**config.mk**
```make
export PLATFORM = sky130hd
export DESIGN_NAME = flux_rr_scheduler
export DESIGN_NICKNAME = d
export VERILOG_FILES = /design/src/rtl/flux_rr_scheduler.sv
export SDC_FILE = /design/constraint.sdc
export NUM_CORES = 1
export LEC_CHECK = 0
export ABC_AREA = 1
export CAP_MARGIN = 15
export CORE_MARGIN = 2
export CORE_UTILIZATION = 49
export DETAILED_ROUTE_END_ITERATION = 10
export GPL_TIMING_DRIVEN = 0
export PLACE_DENSITY = 0.84
export SLEW_MARGIN = 15
export SYNTH_ARGS = -nofsm -noshare
export SYNTH_HDL_FRONTEND = slang
export SYNTH_SLANG_ARGS = --single-unit
```
**constraint.sdc**
```tcl
create_clock -name clk -period 1.7 [get_ports clk]
set_input_delay 0.255 -clock clk [delete_from_list [all_inputs] [get_ports clk]]
set_output_delay 0.255 -clock clk [all_outputs]
set_load 0.01 [all_outputs]
```
**src/rtl/flux_rr_scheduler.sv**
```systemverilog
// Round-robin flux scheduler for a shared multi-flux actor.
// Holds one flux for a bounded burst of tokens, then hands over without a bubble.
module flux_rr_scheduler #(
  parameter int FLUX      = 2,
  parameter int QUANTUM   = 8,
  parameter int STALL_MAX = 4,
  parameter int TAG_WIDTH = (FLUX > 1) ? $clog2(FLUX) : 1
) (
  input  logic                          clk,
  input  logic                          rst,
  input  logic [FLUX-1:0]               req_i,
  input  logic                          fire_i,
  input  logic                          release_i,
  output logic [FLUX-1:0]               grant_o,
  output logic                          grant_valid_o,
  output logic [TAG_WIDTH-1:0]          grant_tag_o,
  output logic [$clog2(QUANTUM+1)-1:0]  burst_cnt_o
);

  localparam int BW = $clog2(QUANTUM + 1);
  localparam int IW = $clog2(STALL_MAX + 1);

  typedef enum logic {
    IDLE,
    LOCK
  } state_t;

  state_t               state_q;
  logic [TAG_WIDTH-1:0] tag_q;
  logic [TAG_WIDTH-1:0] last_q;
  logic [BW-1:0]        burst_q;
  logic [IW-1:0]        idle_q;
  logic [FLUX-1:0]      grant_q;
  logic                 grant_valid_q;

  logic [TAG_WIDTH-1:0] ptr_d;
  logic [TAG_WIDTH-1:0] cand_idx [FLUX];
  logic [FLUX-1:0]      hit_d;
  logic                 found_d;
  logic [TAG_WIDTH-1:0] pick_d;
  logic [FLUX-1:0]      pick_oh_d;
  logic                 end_d;

  // In LOCK the current tag is the pointer, so it ranks last in the search.
  assign ptr_d = (state_q == IDLE) ? last_q : tag_q;

  // Candidate gi is the flux at search offset gi+1 from the pointer.
  for (genvar gi = 0; gi < FLUX; gi++) begin : g_cand
    assign cand_idx[gi] = TAG_WIDTH'((int'(ptr_d) + gi + 1) % FLUX);
    assign hit_d[gi]    = req_i[cand_idx[gi]];
  end

  always_comb begin
    found_d = 1'b0;
    pick_d  = '0;
    for (int k = FLUX - 1; k >= 0; k--) begin
      if (hit_d[k]) begin
        found_d = 1'b1;
        pick_d  = cand_idx[k];
      end
    end
  end

  always_comb begin
    pick_oh_d         = '0;
    pick_oh_d[pick_d] = 1'b1;
  end

  assign end_d = release_i
               | (fire_i && (burst_q == BW'(QUANTUM - 1)))
               | (!fire_i && !req_i[tag_q] && (idle_q == IW'(STALL_MAX - 1)));

  always_ff @(posedge clk or posedge rst) begin
    if (rst) begin
      state_q       <= IDLE;
      tag_q         <= '0;
      last_q        <= TAG_WIDTH'(FLUX - 1);
      burst_q       <= '0;
      idle_q        <= '0;
      grant_q       <= '0;
      grant_valid_q <= 1'b0;
    end else begin
      case (state_q)
        IDLE: begin
          if (found_d) begin
            state_q       <= LOCK;
            tag_q         <= pick_d;
            grant_q       <= pick_oh_d;
            grant_valid_q <= 1'b1;
            burst_q       <= '0;
            idle_q        <= '0;
          end
        end
        LOCK: begin
          if (end_d) begin
            // A fire in this cycle belongs to the outgoing flux; counters restart.
            last_q  <= tag_q;
            burst_q <= '0;
            idle_q  <= '0;
            if (found_d) begin
              tag_q   <= pick_d;
              grant_q <= pick_oh_d;
            end else begin
              state_q       <= IDLE;
              grant_q       <= '0;
              grant_valid_q <= 1'b0;
            end
          end else begin
            if (fire_i) begin
              burst_q <= burst_q + 1'b1;
            end
            if (fire_i || req_i[tag_q]) begin
              idle_q <= '0;
            end else if (idle_q != IW'(STALL_MAX)) begin
              idle_q <= idle_q + 1'b1;
            end
          end
        end
        default: state_q <= IDLE;
      endcase
    end
  end

  assign grant_o       = grant_q;
  assign grant_valid_o = grant_valid_q;
  assign grant_tag_o   = tag_q;
  assign burst_cnt_o   = burst_q;

endmodule

```
# Word-level counts from Yosys, hierarchy flattened
# Cells that the tools add are included.
word_totals:
  ff_bits: 13
  latch_bits: 0
  ramBits: 0
  rom_bits: 0
  input_bits: 6
  output_inout_bits: 8
  elab_cells: 75
  n_memories: 0
classes:
  addsub: 4
  n_mul: 0
  n_div: 0
  n_lt_le_gt_ge: 5
  eq_ne: 8
  shifts: 0
  muxes: 36
  bitwise_logic: 3
  n_reduce_logical: 12
op_table:
  columns: ["cell", "n"]
  rows:
  - ["1-bit 2-to-1 mux", 19]
  - ["3-bit 2-to-1 mux", 4]
  - ["4-bit 2-to-1 mux", 3]
  - ["1-bit by 2-bit less-than comparator with 1-bit output, second input constant", 4]
  - ["4-bit case mux with 2 select lines", 1]
  - ["2-bit AND reduction", 4]
  - ["2-bit 2-to-1 mux", 3]
  - ["1-bit case mux with 2 select lines", 3]
  - ["3-bit case mux with 2 select lines", 1]
  - ["4-bit by 1-bit adder with 4-bit output, second input constant", 1]
  - ["4-bit by 3-bit == test with 1-bit output, second input constant", 1]
  - ["1-bit logical AND", 4]
  - ["2-bit inequality test, second input constant", 2]
  - ["4-bit by 1-bit inequality test with 1-bit output, second input constant", 1]
  - ["2-bit case mux with 2 select lines", 1]
  - ["3-bit by 1-bit adder with 3-bit output, second input constant", 1]
  - ["3-bit by 2-bit == test with 1-bit output, second input constant", 1]
  - ["3-bit by 2-bit inequality test with 1-bit output, second input constant", 1]
  - ["3-bit inequality test, second input constant", 1]
  - ["3-bit AND reduction", 1]
  - ["1-bit adder, second input constant", 2]
  - ["1-bit logical NOT", 2]
  - ["2-bit by 1-bit inequality test with 1-bit output, second input constant", 1]
  - ["1-bit OR", 2]
  - ["4 further kinds", 4]

# Depth between registers and ports, before layout
logic_depth:
  word_depth: 14
  depth_mapped: 9

# Least setup slack after synthesis
# No wires, ideal clock.
synth_path:
  path_kind: "reg2reg"
  start: "register idle_q[0]"
  end: "register tag_q (netlist: grant_tag_o)"
  setup_ns: 0.121
  arrival_time_ns: 1.255
  setup_slack_ns: 0.324
  path_stages_with_launch: 9
  n_path_buf: 0
  synth_period_minus_slack_ns: 1.376
  cell_sequence: "dfrtp_1 -> ha_1 -> ha_1 -> nand4_4 -> nand3_2 -> nand2_2 -> inv_2 -> nand2_2 -> o21ai_1"
synth_via:
  elab_chain_cells: 4
synth_lines:
  columns: ["element", "line_no", "rtl"]
  rows:
  - ["start, declared", "32", "logic [IW-1:0] idle_q;"]
  - ["start signal, assigned", "115", "idle_q <= idle_q + 1'b1;"]
  - ["3-bit by 2-bit == test with 1-bit output", "71", "| (!fire_i && !req_i[tag_q] && (idle_q == IW'(STALL_MAX - 1)));"]
  - ["1-bit logical AND", "71", null]
  - ["1-bit OR", "71", null]
  - ["2-bit by 1-bit inequality test with 1-bit output (no source line)", null, null]
  - ["end signal, assigned", "87", "tag_q <= pick_d;"]
  - ["end signal, assigned", "101", "tag_q <= pick_d;"]
  - ["end, declared", "29", "logic [TAG_WIDTH-1:0] tag_q;"]
# Every way passes these cells.
# A chain may end at the register's enable or synchronous reset.

# Worst setup path in the final report
layout_path:
  start: "register state_q"
  end: "register burst_q[2] (netlist: burst_cnt_o[2])"
layout_via:
  elab_chain_cells: 9
layout_lines:
  columns: ["element", "line_no", "rtl"]
  rows:
  - ["start, declared", "28", "state_t state_q;"]
  - ["start signal, assigned", "75", "state_q <= IDLE;"]
  - ["start signal, assigned", "86", "state_q <= LOCK;"]
  - ["start signal, assigned", "104", "state_q <= IDLE;"]
  - ["1-bit 2-to-1 mux", "45", "assign ptr_d = (state_q == IDLE) ? last_q : tag_q;"]
  - ["1-bit adder (2 in series)", "49", "assign cand_idx[gi] = TAG_WIDTH'((int'(ptr_d) + gi + 1) % FLUX);"]
  - ["1-bit 2-to-1 mux (not written as such) (2 in series)", "50", "assign hit_d[gi] = req_i[cand_idx[gi]];"]
  - ["1-bit 2-to-1 mux (2 in series)", "57", "if (hit_d[k]) begin"]
  - ["2-bit inequality test (no source line)", null, null]
  - ["2-bit AND reduction (no source line)", null, null]
  - ["end signal, assigned", "110", "burst_q <= burst_q + 1'b1;"]
  - ["end, declared", "31", "logic [BW-1:0] burst_q;"]
# Several ways; a longest one is shown, not always the timed one. The select of a mux whose other input is x is not followed.

==> metrics.md <==
| Metric | Value |
|---|---|
| HP Class | `in2async` |
| Die Ht | `44.9 um` |
| Met1 Usage GRT | `0.234` |
| Antenna Cells | `0` |
| Cell Pwr Density | `725 nW/um^2` |
| Fmax | `643 MHz` |
| Port-buffer cells | `13` |
| LEAKAGE | `0.461 nW` |
| PostCTS Resize Cnt | `0` |
| Met2 Track Usage GR | `0.339` |
| Reg2Reg Depth | `6` |
| Mapped Nets | `110` |
| Total GRT Usage | `0.201` |
| Largest net degree at the start of global routing | `14` |
| CP bufs+invs | `1` |
| Clock sinks | `13` |
| I/O pins | `14` |
| Crit. End Element | `register` |
| Reg2reg start | `state_q$_DFF_PP0_` |
| RSZ-0062 raised after global routing | `false` |
| Final nets | `128` |
| Initial antenna violation count | `0` |
| Flop-to-flop setup slack | `150 ps` |
| Worst Clk Skew | `4.98 ps` |
| CTS Buf Count | `3` |
| # setup viols final | `0` |
| Layout cells sized above 1 | `0.181` |
| Cts hold-fix bufs | `0` |
| # Post-CTS Setup Buffers | `0` |
| First-pass GRT wire length | `2.82 mm` |
| Overflow after GRT | `0` |
| H-tree levels | `1` |
| Fillers | `137` |
| DRC viols | `0` |
| Vias in the first global route | `669` |
| Worst EP arrival | `1780 ps` |
| Rows | `14` |
| Worst skew pair latency | `290 ps` |
| CP cell instances | `inv_2 > ha_1 > nor2_4 > nand2_1 > or2_1 > a21oi_2` |
| Max cap viols | `0` |
| Via count | `668` |
| CTS tree | `done` |
| Clk Tree Root Cell | `clkbuf_4` |
| Post-Route WL | `1.58 mm` |
| Gpl congestion | `0.732` |
| Final slew viol count | `0` |
| Core area | `1540 um^2` |
| Worst slew pin tran | `495 ps` |
| DP Worst Slack | `-119 ps` |
| Status | `complete, no violations` |
| Delay of the slowest cell on the worst path | `520 ps` |
| Die Area | `2010 um^2` |
| R2R Path End | `burst_cnt_o[2]$_DFFE_PP0P_` |
| Flops & latches, synth | `13` |
| Synth warnings | `0` |
| Commonest cells after routing, fill and taps aside | `nand2_1 (24), clkdlybuf4s50_1 (13), nor2_1 (12), dfrtp_1 (12), inv_1 (10)` |
| Final period util | `0.914` |
| Drt pass-1 iters | `3` |
| Seq/Total Area, Yosys | `0.399` |
| Relative slew margins | `0.670` |
| Most Crowded Layer GR | `met2` |
| Setup WS post-layout | `146 ps` |
| Worst-case clock buffer depth | `2` |
| Synth unique cells | `22` |
| Crit path max fanout | `7` |
| Met3 Track Usage GR | `0.0240` |
| Initial Utilization | `0.531` |
| Clock period minus worst slack | `1550 ps` |
| Post-Syn Instances | `99` |
| CP top delay family | `flip-flops` |
| Routed wire per std cell | `11.9 um` |
| CP startpoint kind | `register` |
| Post-Syn Area | `818 um^2` |
| Peak VDD IR | `0.701 mV` |
| Synthesis-to-finish area growth | `21.6%` |
| CP max-delay cell | `dfrtp_1` |
| Worst Path Required | `1920 ps` |
| Via density | `5.06` |
| Clock slew at the register clock pins of the worst setup and hold paths | `80 ps` |
| Routed Antenna Nets | `0` |
| Commonest non-fill, non-tap cell in the layout | `nand2_1` |
| Overall power | `0.721 mW` |
| HPWL after detailed placement | `1.26 mm` |
| WS Path Type | `reg2reg` |
| Avg Inst Size Synth | `8.27 um^2` |
| Fin. Hold Viols | `0` |
| Die X-Extent | `44.9 um` |
| Detailed Route Iter0 Violations | `6` |
stage by stage:
| step | setup TNS, ps | cell area [um^2] | util | hold slack [ps] | std cells |
|---|---|---|---|---|---|
| floorplan | 0 | 818 | - | 131 | 99 |
| global placement | -139 | 968 | 0.628 | 472 | 128 |
| detailed placement | -232 | 968 | 0.628 | 475 | 128 |
| CTS | 0 | 995 | 0.645 | 315 | 132 |
| global route | 0 | 995 | 0.645 | 357 | 132 |
| finish | 0 | 995 | 0.645 | 288 | 132 |
worst reg2reg max path: stages, from the launching register on:
cell	delay (ps)
dfrtp_1	520
inv_2	110
ha_1	260
nor2_4	170
nand2_1	90
or2_1	240
a21oi_2	110
cell usage after synthesis:
library cell / instances / share of area
dfrtp_1: 12 / 0.37
o21ai_1: 4 / 0.024
nand3_4: 1 / 0.021
xor2_1: 1 / 0.011
nor2_1: 12 / 0.055
nor2_4: 3 / 0.041
nand2_2: 4 / 0.031
ha_1: 5 / 0.076
a21oi_2: 1 / 0.011
nand2_1: 24 / 0.11
nand3_1: 7 / 0.043
or2_1: 1 / 0.0077
nand4_2: 1 / 0.015
o21ai_0: 3 / 0.018
inv_1: 10 / 0.046
nand4_4: 1 / 0.026
xnor2_1: 1 / 0.011
o21a_1: 1 / 0.0092
nand2_4: 1 / 0.014
nand3_2: 1 / 0.012
dfstp_2: 1 / 0.032
inv_2: 4 / 0.018
report_power, final:
part	switching, mW	total, mW	internal, mW
logic	0.0861	0.161	0.0751
clock network	0.109	0.200	0.0913
registers	0.0229	0.360	0.337
total	0.218	0.721	0.503
per-layer routing:
metal / wire (um) / up-vias
met4: 59 / 0
met1: 725 / 297
met3: 45 / 9
li1: - / 346
met5: 0 / -
met2: 746 / 16
final cells by class:
| cell class | instances | area (um^2) | area share |
|---|---|---|---|
| multi-input combinational | 72 | 439 | 0.442 |
| inverter | 14 | 52.6 | 0.0528 |
| sequential | 13 | 327 | 0.328 |
| clock buffer | 4 | 26.3 | 0.0264 |
| tap | 16 | 20.0 | 0.0201 |
| timing repair buffer | 13 | 130 | 0.131 |
worst max-delay path by stage:
stage | endpoint | start | cells after the start | slack [ps]
floorplan | grant_tag_o$_DFFE_PP0P_ | idle_q[0]$_DFFE_PP0P_ | 8 | 320
global placement | burst_cnt_o[3]$_DFFE_PP0P_ | req_i[0] | 8 | -90
detailed placement | burst_cnt_o[3]$_DFFE_PP0P_ | req_i[0] | 8 | -120
CTS | grant_o[0]$_DFFE_PP0P_ | idle_q[0]$_DFFE_PP0P_ | 7 | 140
global route | grant_o[0]$_DFFE_PP0P_ | idle_q[0]$_DFFE_PP0P_ | 7 | 6
finish | burst_cnt_o[2]$_DFFE_PP0P_ | state_q$_DFF_PP0_ | 6 | 150
kinds of logic (layout without fill, tap and decap cells):
logic type | after synthesis | count (layout) | synth area share
AND/OR/NAND/NOR | 56 | 56 | 0.376
XOR/XNOR | 2 | 2 | 0.0214
buffers and inverters | 14 | 31 | 0.0642
adder cells (fa/ha/maj) | 5 | 5 | 0.0765
flip-flops | 13 | 13 | 0.399
AO/OA/AOI/OAI | 9 | 9 | 0.0627
state kept, by name (all words and copies together) (netlist names):
register and count:
burst_cnt_o 4, idle_q 3, grant_o 2, grant_tag_o 1, grant_valid_o 1, last_q 1
state_q 1
Note: power is estimated with default switching activity, not from simulation.
